==> src/rtl/reg_seq_driver_pkg.sv <==
// Shared encodings for reg_seq_driver: register FunSel codes, request op codes,
// sequencer states and the first-register-cycle decode.
package reg_seq_driver_pkg;

  localparam logic [2:0] FS_DEC        = 3'b000;
  localparam logic [2:0] FS_INC        = 3'b001;
  localparam logic [2:0] FS_LOAD       = 3'b010;
  localparam logic [2:0] FS_CLR        = 3'b011;
  localparam logic [2:0] FS_LDLO_CLRHI = 3'b100;
  localparam logic [2:0] FS_WRLO       = 3'b101;
  localparam logic [2:0] FS_WRHI       = 3'b110;
  localparam logic [2:0] FS_LDSX       = 3'b111;

  localparam logic [2:0] OP_CLEAR  = 3'b000;
  localparam logic [2:0] OP_LOAD16 = 3'b001;
  localparam logic [2:0] OP_LOADZ8 = 3'b010;
  localparam logic [2:0] OP_LOADS8 = 3'b011;
  localparam logic [2:0] OP_WRLO   = 3'b100;
  localparam logic [2:0] OP_WRHI   = 3'b101;
  localparam logic [2:0] OP_INCN   = 3'b110;
  localparam logic [2:0] OP_DECN   = 3'b111;

  typedef enum logic [2:0] {
    ST_IDLE     = 3'd0,
    ST_ISSUE    = 3'd1,
    ST_ISSUE_HI = 3'd2,
    ST_STEP     = 3'd3,
    ST_DONE     = 3'd4
  } state_t;

  typedef struct packed {
    logic [2:0] fs;
    logic [7:0] i;
  } reg_cyc_t;

  function automatic logic is_count_op(input logic [2:0] op);
    return (op == OP_INCN) || (op == OP_DECN);
  endfunction

  // FunSel/I for the first E cycle of an op; LOAD16's high-byte cycle is issued from ISSUE.
  function automatic reg_cyc_t first_cycle(input logic [2:0] op, input logic [15:0] data);
    reg_cyc_t c;
    c.i = 8'h00;
    case (op)
      OP_CLEAR:  c.fs = FS_CLR;
      OP_LOAD16: begin c.fs = FS_LDLO_CLRHI; c.i = data[7:0];  end
      OP_LOADZ8: begin c.fs = FS_LDLO_CLRHI; c.i = data[7:0];  end
      OP_LOADS8: begin c.fs = FS_LDSX;       c.i = data[7:0];  end
      OP_WRLO:   begin c.fs = FS_WRLO;       c.i = data[7:0];  end
      OP_WRHI:   begin c.fs = FS_WRHI;       c.i = data[15:8]; end
      OP_INCN:   c.fs = FS_INC;
      default:   c.fs = FS_DEC;
    endcase
    return c;
  endfunction

endpackage

==> src/rtl/reg_seq_driver.sv <==
// Expands high-level register requests into FunSel/E/I cycles for a 16-bit register.
// Handshake: a request is accepted on a rising edge where ReqValid && ReqReady; ReqReady is high only in IDLE.
module reg_seq_driver
  import reg_seq_driver_pkg::*;
#(
  parameter int n  = 16,
  parameter int CW = 8
) (
  input  logic          Clock,
  input  logic          Reset,
  input  logic          ReqValid,
  output logic          ReqReady,
  input  logic [2:0]    ReqOp,
  input  logic [n-1:0]  ReqData,
  input  logic [CW-1:0] ReqCount,
  output logic [2:0]    FunSel,
  output logic          E,
  output logic [7:0]    I,
  output logic          Done,
  output logic          Busy,
  output state_t        DbgState
);

  state_t        r_state;
  logic [2:0]    r_op;
  logic [15:0]   r_data;
  logic [CW-1:0] r_rem;
  logic [2:0]    r_fs;
  logic          r_e;
  logic [7:0]    r_i;
  logic          r_done;

  state_t        w_nxt_state;
  logic [2:0]    w_nxt_fs;
  logic          w_nxt_e;
  logic [7:0]    w_nxt_i;
  logic          w_nxt_done;
  logic          w_accept;
  logic          w_more_steps;
  logic [2:0]    w_step_fs;
  reg_cyc_t      w_first;

  assign w_accept     = ReqValid && (r_state == ST_IDLE);
  assign w_first      = first_cycle(ReqOp, ReqData[15:0]);
  assign w_more_steps = is_count_op(r_op) && (r_rem > CW'(1));
  assign w_step_fs    = (r_op == OP_INCN) ? FS_INC : FS_DEC;

  always_ff @(posedge Clock or negedge Reset) begin
    if (!Reset) begin
      r_state <= ST_IDLE;
      r_fs    <= FS_DEC;
      r_e     <= 1'b0;
      r_i     <= 8'h00;
      r_done  <= 1'b0;
    end else begin
      r_state <= w_nxt_state;
      r_fs    <= w_nxt_fs;
      r_e     <= w_nxt_e;
      r_i     <= w_nxt_i;
      r_done  <= w_nxt_done;
    end
  end

  // Request fields are captured at accept so the requester may change them while Busy.
  always_ff @(posedge Clock or negedge Reset) begin
    if (!Reset) begin
      r_op   <= OP_CLEAR;
      r_data <= 16'h0000;
      r_rem  <= '0;
    end else if (w_accept) begin
      r_op   <= ReqOp;
      r_data <= ReqData[15:0];
      r_rem  <= ReqCount;
    end else if ((r_state == ST_ISSUE) || (r_state == ST_STEP)) begin
      r_rem  <= r_rem - CW'(1);
    end
  end

  // Next-state and next-output decode; outputs are registered so E cycles start in T1.
  always_comb begin
    w_nxt_state = r_state;
    w_nxt_fs    = FS_DEC;
    w_nxt_e     = 1'b0;
    w_nxt_i     = 8'h00;
    w_nxt_done  = 1'b0;
    case (r_state)
      ST_IDLE: begin
        if (ReqValid) begin
          if (is_count_op(ReqOp) && (ReqCount == '0)) begin
            w_nxt_state = ST_DONE;
            w_nxt_done  = 1'b1;
          end else begin
            w_nxt_state = ST_ISSUE;
            w_nxt_e     = 1'b1;
            w_nxt_fs    = w_first.fs;
            w_nxt_i     = w_first.i;
          end
        end
      end
      ST_ISSUE: begin
        if (r_op == OP_LOAD16) begin
          w_nxt_state = ST_ISSUE_HI;
          w_nxt_e     = 1'b1;
          w_nxt_fs    = FS_WRHI;
          w_nxt_i     = r_data[15:8];
        end else if (w_more_steps) begin
          w_nxt_state = ST_STEP;
          w_nxt_e     = 1'b1;
          w_nxt_fs    = w_step_fs;
        end else begin
          w_nxt_state = ST_DONE;
          w_nxt_done  = 1'b1;
        end
      end
      ST_ISSUE_HI: begin
        w_nxt_state = ST_DONE;
        w_nxt_done  = 1'b1;
      end
      ST_STEP: begin
        if (w_more_steps) begin
          w_nxt_e  = 1'b1;
          w_nxt_fs = w_step_fs;
        end else begin
          w_nxt_state = ST_DONE;
          w_nxt_done  = 1'b1;
        end
      end
      ST_DONE: w_nxt_state = ST_IDLE;
      default: w_nxt_state = ST_IDLE;
    endcase
  end

  assign ReqReady = (r_state == ST_IDLE);
  assign Busy     = (r_state != ST_IDLE);
  assign FunSel   = r_fs;
  assign E        = r_e;
  assign I        = r_i;
  assign Done     = r_done;
  assign DbgState = r_state;

endmodule

==> config.mk <==
export PLATFORM = sky130hd
export DESIGN_NAME = reg_seq_driver
export DESIGN_NICKNAME = d
export VERILOG_FILES = /design/src/rtl/reg_seq_driver_pkg.sv /design/src/rtl/reg_seq_driver.sv
export SDC_FILE = /design/constraint.sdc
export NUM_CORES = 1
export LEC_CHECK = 0
export CORE_MARGIN = 2
export CORE_UTILIZATION = 43
export DETAILED_ROUTE_END_ITERATION = 12
export GPL_ROUTABILITY_DRIVEN = 0
export PLACE_DENSITY_LB_ADDON = 0.3
export SETUP_SLACK_MARGIN = 0.5
export SYNTH_ARGS = -nofsm -noshare
export SYNTH_HDL_FRONTEND = slang
export SYNTH_SLANG_ARGS = --single-unit
==> constraint.sdc <==
create_clock -name Clock -period 1.4 [get_ports Clock]
set_input_delay 0.28 -clock Clock [delete_from_list [all_inputs] [get_ports Clock]]
set_output_delay 0.28 -clock Clock [all_outputs]
set_load 0.01 [all_outputs]
==> results by group, run 1 <==
Clock tree
  • TritonCTS clock tree: done
  • Clock buffers created by TritonCTS: 5
  • Clock input transition at the sequential cells of the worst setup and hold paths: 70 ps
  • Number of clock sinks: 35
  • Clock root buffer: sky130_fd_sc_hd__clkbuf_8
  • Maximum level of the CTS H-tree: 2
  • Clock latency of the later-clocked register in the worst-skew pair: just under 300 ps
  • Maximum count of clock buffers along a single path: 2

Synthesis
  • Post-synth net total: ~220
  • Proportion of synthesized flip-flops having asynchronous set or reset: 100%
  • Count of flip-flops with a built-in enable after synthesis: 0
  • Prevailing post-synth register cell: sky130_fd_sc_hd__dfrtp_1
  • Netlist cell types: between 40 and 50
  • Synthesized instance count: between 150 and 200
  • Count of yosys warnings during synthesis: 0
  • Cell Area, Synth: 1770 um2
  • Part of the Yosys area used for sequential elements: 49.5%
  • FF+latch count, synth: 35
  • Post-Syn Area per Cell: 9.46 um2

Worst setup path
  • Cell type of the slowest stage on the worst timing path: sky130_fd_sc_hd__dfrtp_2
  • Number of logic stages on the critical path including buffering: 8
  • Worst reg2reg path endpoint: r_data[9]
  • Cell Chain, Critical Path: or3_4 > inv_4 > buf_4 > buf_6 > nand2_8 > clkbuf_16 > nand2_4 > nand2_2
  • Critical path class: register to register
  • Highest net fanout along the worst path: 6
  • Required time worst endpoint: between 1500 and 2000 ps
  • Critical path destination: r_data[9]
  • Worst setup path startpoint: DbgState[2]
  • R2R Path Start: DbgState[2]
  • CP bufs+invs: 4
  • Kind of start point of the critical path: register
  • Length in cells of the worst reg-to-reg path: 8
  • R2R setup slack: -130 ps
  • CP max stage delay: 400 ps
  • Endpoint arrival time on the critical path: 1700 ps
  • Endpoint kind of the worst setup timing path: register
  • Largest delay share family, worst path: simple AND/OR/NAND/NOR gates

GRT
  • Met3 Resource Use GR: 5.10%
  • Met1 layer usage reported by global route: 28.6%
  • GR Layer Usage met2: roughly two fifths
  • Vias in the first global route: 1769
  • Pin count of the biggest net entering global routing: 36
  • Highest-utilization routing layer at the global route stage: met2
  • Total grt overflow: 0
  • Total Routing Usage GR: 23.5%
  • Global-route wire length before repair: 7.98 mm
  • Number of antenna violations at the first check in global routing: 0

Run status
  • Violated checks: negative setup slack
  • Run status: finished with violations

Die
  • Top Ports: 48
  • Floorplan Core Area: 3970 um2
  • Die area: between 4000 and 5000 um2
  • Die width: between 60 and 70 um
  • Starting density of the core: 44.5%
  • Die H: 68.1 um
  • Placement Rows: 23

STA
  • Time the final worst path needs with I/O delays and setup: 1530 ps
  • Clock skew after layout: between 5 and 6 ps
  • Final-report setup violation count: 30
  • Peak clock frequency supported by timing: 654 MHz
  • Slew at the pin with the worst max-slew slack: between 200 and 300 ps
  • Final worst-path cycle share: 109%
  • Number of slew-limit violations in the final report: 0
  • Slew headroom: 79.9%
  • Fin worst setup slack: -130 ps
  • Setup repair after global routing missed its margin: true
  • Fin. Hold Viols: 0

Detailed routing
  • Remaining design rule violation count: 0
  • Ratio of routed vias to standard cells: ~5.4
  • Pre-antenna DRT Iters: 4
  • Via Count: roughly 1.7k
  • Average detailed-routed wire length per instance: 15.8 um
  • First DRT Iteration DRCs: 80
  • ANT nets after route: 0
  • Drt total wl: 5.05 mm

Power
  • Cell internal pwr: about 3.7 mW
  • Highest ir drop seen on vdd: 0.989 mV
  • Net switching power figure: ~2.2 mW
  • Sequential group share of total power: between 30% and 40%
  • Final Power: roughly 5.9 mW
  • PwrDens: 2010 nW/um2
  • Clock group share of total power: 14.9%
  • Net switching share of the total power: 37.2%
  • Power share of the combinational group: 55.1%
  • Leakage dissipation: 1.43 nW

Placement
  • Number of buffers inserted by port buffering: 47
  • Pre-CTS setup slack: -401 ps
  • Cell count after placement: 300
  • Hpwl dp: 3.05 mm

Final layout
  • Finished Layout Cells: 320
  • Synthesis-to-layout area growth: 64.9%
  • Final Net Count: 301
  • Fill cell count: about 280
  • Fraction of layout instances using a drive strength above 1: 40.4%
  • Final antenna diode count: 0

Worst hold path
  • Class of the tightest hold or removal check: input pin to async pin

Flow run
  • Max-capacitance violation count: 0
layout make-up:
type | instances | area, um2 | area share [%]
Clock buffer | 7 | 76.3 | 2.62
Clock inverter | 1 | 30.0 | 1.03
Inverter | 3 | 13.8 | 0.472
Multi-Input combinational cell | 138 | 1020 | 35.1
Sequential cell | 35 | 880 | 30.1
Tap cell | 50 | 62.6 | 2.14
Timing Repair Buffer | 86 | 832 | 28.5
sequential cells by signal, indices dropped and copies added (netlist names):
signal and count:
I 8, r_data 8, r_rem 8, DbgState 3, FunSel 3, r_op 3
Done 1, E 1
power groups by stage:
stage	clock network (mW)	registers (mW)	logic, mW
2_1_floorplan	0	1.75	1.22
3_3_place_gp	0	1.66	2.29
3_5_place_dp	0	1.67	2.34
4_1_cts	0.885	1.68	2.79
5_1_grt	0.933	1.81	3.50
6_report	0.874	1.76	3.23
synthesized netlist by cell type, drive strengths merged (2+ instances only):
library cell,count,area share (%)
nand2,53,11
dfrtp,35,50
nor2,9,1.9
o22ai,9,3.2
a22o,8,4.0
buf,8,2.8
mux2i,8,4.5
o21ai,8,2.3
nand2b,4,1.4
nor3,4,1.4
clkbuf,3,0.64
inv,3,0.64
nand3,3,0.85
a21o,2,0.85
a21oi,2,0.57
a221o,2,1.1
a31oi,2,0.71
ha,2,1.4
nand3b,2,0.85
nor4b,2,2.2
o311ai,2,0.99
or2,2,0.71
xor2,2,0.99
per-stage QoR:
step | hold WS (ps) | TNS [ps] | instance area [um2] | util, %
4_1_cts | 361 | -1600 | 2760 | 69.5
2_1_floorplan | -15.6 | 0 | 1820 | -
5_1_grt | 377 | -3670 | 2920 | 73.5
3_3_place_gp | 454 | -7940 | 2530 | 63.6
6_report | 368 | -1780 | 2920 | 73.5
3_5_place_dp | 463 | -8500 | 2530 | 63.6
worst min-delay path by stage:
stage	end	slack, ps
final	r_rem[5]	370
after global routing	r_rem[7]	380
after CTS	r_rem[5]	360
after detailed placement	r_data[14]	460
after global placement	r_data[10]	450
after floorplan	DbgState[0]	-20
cell usage in the layout (no fill, tap or decap), types with 2 or more instances in the layout:
cell / synthesis / routed
sky130_fd_sc_hd__a21o_1: 2 / 2
sky130_fd_sc_hd__a21oi_1: 2 / 2
sky130_fd_sc_hd__a221o_1: 2 / 2
sky130_fd_sc_hd__a22o_1: 8 / 8
sky130_fd_sc_hd__buf_12: 0 / 5
sky130_fd_sc_hd__buf_2: 6 / 15
sky130_fd_sc_hd__buf_4: 1 / 26
sky130_fd_sc_hd__buf_6: 1 / 8
sky130_fd_sc_hd__bufbuf_16: 0 / 2
sky130_fd_sc_hd__clkbuf_1: 3 / 2
sky130_fd_sc_hd__clkbuf_8: 0 / 5
sky130_fd_sc_hd__clkdlybuf4s50_1: 0 / 22
sky130_fd_sc_hd__dfrtp_1: 35 / 32
sky130_fd_sc_hd__dfrtp_2: 0 / 3
sky130_fd_sc_hd__dlygate4sd2_1: 0 / 7
sky130_fd_sc_hd__ha_2: 0 / 2
sky130_fd_sc_hd__inv_1: 2 / 2
sky130_fd_sc_hd__mux2i_1: 8 / 8
sky130_fd_sc_hd__nand2_1: 52 / 35
sky130_fd_sc_hd__nand2_2: 1 / 10
sky130_fd_sc_hd__nand2_4: 0 / 7
sky130_fd_sc_hd__nand2b_1: 4 / 2
sky130_fd_sc_hd__nand3_1: 3 / 3
sky130_fd_sc_hd__nand3b_1: 2 / 2
sky130_fd_sc_hd__nor2_1: 9 / 8
sky130_fd_sc_hd__nor3_2: 1 / 3
sky130_fd_sc_hd__nor4b_4: 1 / 2
sky130_fd_sc_hd__o21ai_0: 7 / 2
sky130_fd_sc_hd__o21ai_1: 1 / 2
sky130_fd_sc_hd__o21ai_2: 0 / 4
sky130_fd_sc_hd__o22ai_1: 9 / 8
sky130_fd_sc_hd__xor2_1: 2 / 2
cells by family (layout without fill, tap and decap cells):
family | after synthesis | after routing | share of synthesized area (%)
AO/OA/AOI/OAI | 39 | 39 | 15.5
XOR/XNOR | 3 | 3 | 1.49
adder cells (fa/ha/maj) | 2 | 2 | 1.41
buffers and inverters | 14 | 97 | 4.03
AND/OR/NAND/NOR | 86 | 86 | 23.6
multiplexers | 8 | 8 | 4.53
flip-flops | 35 | 35 | 49.5
layer usage:
layer	vias up	share of wire, %
li1	827	-
met2	52	53
met5	-	0
met1	844	42
met4	0	1.3
met3	12	3.9
repair_timing:
| action | in CTS | in global routing |
|---|---|---|
| endpoints found under the setup margin | 53 | 53 |
| hold buffers | 0 | 0 |
| resized for setup | 109 | 30 |
| buffers inserted | 6 | 3 |
| gates cloned | 2 | 1 |
| pin swaps | 11 | 8 |
No activity file was read; power rests on OpenSTA's default activity.
==> run 2: changes to the inputs <==
--- a/config.mk
+++ b/config.mk
@@ -5,6 +5,7 @@
 export SDC_FILE = /design/constraint.sdc
 export NUM_CORES = 1
 export LEC_CHECK = 0
+export CORE_ASPECT_RATIO = 0.6
 export CORE_MARGIN = 2
 export CORE_UTILIZATION = 43
 export DETAILED_ROUTE_END_ITERATION = 12
==> results by group, run 2 (synthesized netlist as in run 1, its figures left out) <==
Die
  • Top Ports: 48 (unchanged)
  • Floorplan Core Area: 4030 um2 (was 3970 um2)
  • Die width: 86.8 um (was 68.1 um)
  • Die H: 53.7 um (was 68.1 um)
  • Die area: 4660 um2 (was 4640 um2)
  • Starting density of the core: 43.9% (was 44.5%)
  • Placement Rows: 18 (was 23)

Final layout
  • Final core occ: 75.9% (was 73.5%)
  • Synthesis-to-layout area growth: 72.9% (was 64.9%)
  • Fraction of layout instances using a drive strength above 1: 45.5% (was 40.4%)
  • Finished Layout Cells: 327 (was 320)
  • Register Area: 880 um2 (unchanged)
  • Most frequent cells in the layout: sky130_fd_sc_hd__nand2_1, sky130_fd_sc_hd__dfrtp_1, sky130_fd_sc_hd__buf_4 (unchanged)
  • Final Net Count: 308 (was 301)
  • Final antenna diode count: 0 (unchanged)
  • Final Instance Area: 3060 um2 (was 2920 um2)
  • Multi-input logic area: 1090 um2 (was 1020 um2)
  • Fill cell count: 253 (was 284)
  • Most common library cell in the layout ignoring fill and taps: sky130_fd_sc_hd__nand2_1 (unchanged)

Clock tree
  • Maximum count of clock buffers along a single path: 2 (unchanged)
  • Number of clock sinks: 35 (unchanged)
  • Maximum level of the CTS H-tree: 2 (unchanged)
  • Hold buffers post-CTS: 0 (unchanged)
  • Clock latency of the later-clocked register in the worst-skew pair: 310 ps (was 290 ps)
  • Clock input transition at the sequential cells of the worst setup and hold paths: 80 ps (was 70 ps)
  • TritonCTS clock tree: done (unchanged)
  • Clock buffers created by TritonCTS: 5 (unchanged)
  • Clock root buffer: sky130_fd_sc_hd__clkbuf_8 (unchanged)

Power
  • Leakage dissipation: 1.52 nW (was 1.43 nW)
  • Highest ir drop seen on vdd: 0.939 mV (was 0.989 mV)
  • PwrDens: 2070 nW/um2 (was 2010 nW/um2)

GRT
  • Total grt overflow: 0 (unchanged)
  • Pin count of the biggest net entering global routing: 36 (unchanged)
  • Number of antenna violations at the first check in global routing: 0 (unchanged)
  • Global-route wire length before repair: 7.75 mm (was 7.98 mm)
  • Vias in the first global route: 1596 (was 1769)
  • Total Routing Usage GR: 23.0% (was 23.5%)

Placement
  • Placed inst area: 2520 um2 (was 2530 um2)
  • Pre-CTS setup slack: -484 ps (was -401 ps)
  • Hpwl dp: 3.41 mm (was 3.05 mm)
  • Cell count after placement: 301 (was 300)
  • Number of buffers inserted by port buffering: 47 (unchanged)

Detailed routing
  • Average detailed-routed wire length per instance: 18.3 um (was 15.8 um)
  • Drt total wl: 6.00 mm (was 5.05 mm)
  • Ratio of routed vias to standard cells: 5.65 (was 5.42)
  • Pre-antenna DRT Iters: 4 (unchanged)
  • Remaining design rule violation count: 0 (unchanged)
  • ANT nets after route: 0 (unchanged)
  • First DRT Iteration DRCs: 143 (was 80)
  • Via Count: 1847 (was 1735)

STA
  • Fin worst setup slack: -148 ps (was -130 ps)
  • Number of slew-limit violations in the final report: 0 (unchanged)
  • Fin. Hold Viols: 0 (unchanged)
  • Slew at the pin with the worst max-slew slack: 332 ps (was 299 ps)
  • Final worst-path cycle share: 111% (was 109%)
  • Peak clock frequency supported by timing: 646 MHz (was 654 MHz)
  • Setup repair after global routing missed its margin: true (unchanged)
  • Tightest hold margin: 341 ps (was 368 ps)
  • Final-report setup violation count: 37 (was 30)
  • Clock skew after layout: 9.17 ps (was 5.22 ps)
  • Slew headroom: 77.9% (was 79.9%)
  • Time the final worst path needs with I/O delays and setup: 1550 ps (was 1530 ps)

Flow run
  • Max-capacitance violation count: 0 (unchanged)

Worst setup path
  • Kind of start point of the critical path: register (unchanged)
  • Endpoint arrival time on the critical path: 1270 ps (was 1700 ps)
  • Worst reg2reg path endpoint: r_rem[5] (was r_data[9])
  • Critical path class: register to output pin (was register to register)
  • R2R Path Start: DbgState[0] (was DbgState[2])
  • Required time worst endpoint: 1120 ps (was 1570 ps)
  • Endpoint kind of the worst setup timing path: output pin (was register)
  • Length in cells of the worst reg-to-reg path: 8 (unchanged)
  • Highest net fanout along the worst path: 2 (was 6)
  • R2R setup slack: -150 ps (was -130 ps)

Run status
  • Run status: finished with violations (unchanged)
  • Violated checks: negative setup slack (unchanged)

Worst hold path
  • Class of the tightest hold or removal check: input pin to async pin (unchanged)
[run 2: cell type report]
cell class	instances	share of cell area, %
inverters	3	0.450
well taps	50	2.04
flip-flops and latches	35	28.8
clock inverters	2	1.15
clock buffers	6	2.70
multi-input cells	138	35.6
repair buffers	93	29.3
[run 2: report_power, final]
part	internal (mW)	total (mW)	switching, mW
sequential	1.42	1.76	0.338
combinational	1.88	3.60	1.72
clock	0.576	0.970	0.394
total	3.88	6.33	2.45
[run 2: metrics by stage]
stage | power (mW) | TNS, ps
6_report | 6.33 | -1960
5_1_grt | 6.62 | -3240
4_1_cts | 5.56 | -1210
3_5_place_dp | 4.07 | -10050
3_3_place_gp | 4.00 | -8010
2_1_floorplan | 2.97 | 0
[run 2: critical path: stages (launching register included)]
cell,delay [ps]
sky130_fd_sc_hd__dfrtp_2,410
sky130_fd_sc_hd__or3_4,400
sky130_fd_sc_hd__buf_2,150
[run 2: repair_timing]
action                     4_1_cts  5_1_grt
setup buffers                    5       10
gates cloned                     3        0
pin swaps                       12       24
resized for setup              113       50
setup endpoints to repair       53       53
[run 2: layer usage]
metal  GRT usage (%)  wire length, um  vias up
li1                -                -      841
met1            31.5             2520      904
met2            35.4             2890       87
met3            5.21              461       15
met4            10.7              129        0
met5               0                0        -
[run 2: worst max path at each step]
stage / startpoint / endpoint / slack, ps / cells after the start
CTS: DbgState[2] / Busy / -150 / 2
detailed placement: ReqCount[2] / I[2] / -480 / 5
global placement: ReqCount[2] / I[4] / -370 / 5
global route: DbgState[0] / r_rem[5] / -180 / 8
floorplan: DbgState[0] / r_op[2] / 40 / 6
finish: DbgState[2] / Busy / -150 / 2
==> run 3: changes to the inputs <==
--- a/config.mk
+++ b/config.mk
@@ -12,6 +12,7 @@
 export GPL_ROUTABILITY_DRIVEN = 0
 export PLACE_DENSITY_LB_ADDON = 0.3
 export SETUP_SLACK_MARGIN = 0.5
+export SLEW_MARGIN = 20
 export SYNTH_ARGS = -nofsm -noshare
 export SYNTH_HDL_FRONTEND = slang
 export SYNTH_SLANG_ARGS = --single-unit
==> results of run 3 <==
No change in the layout: final DEF, timing and power equal those of run 2.
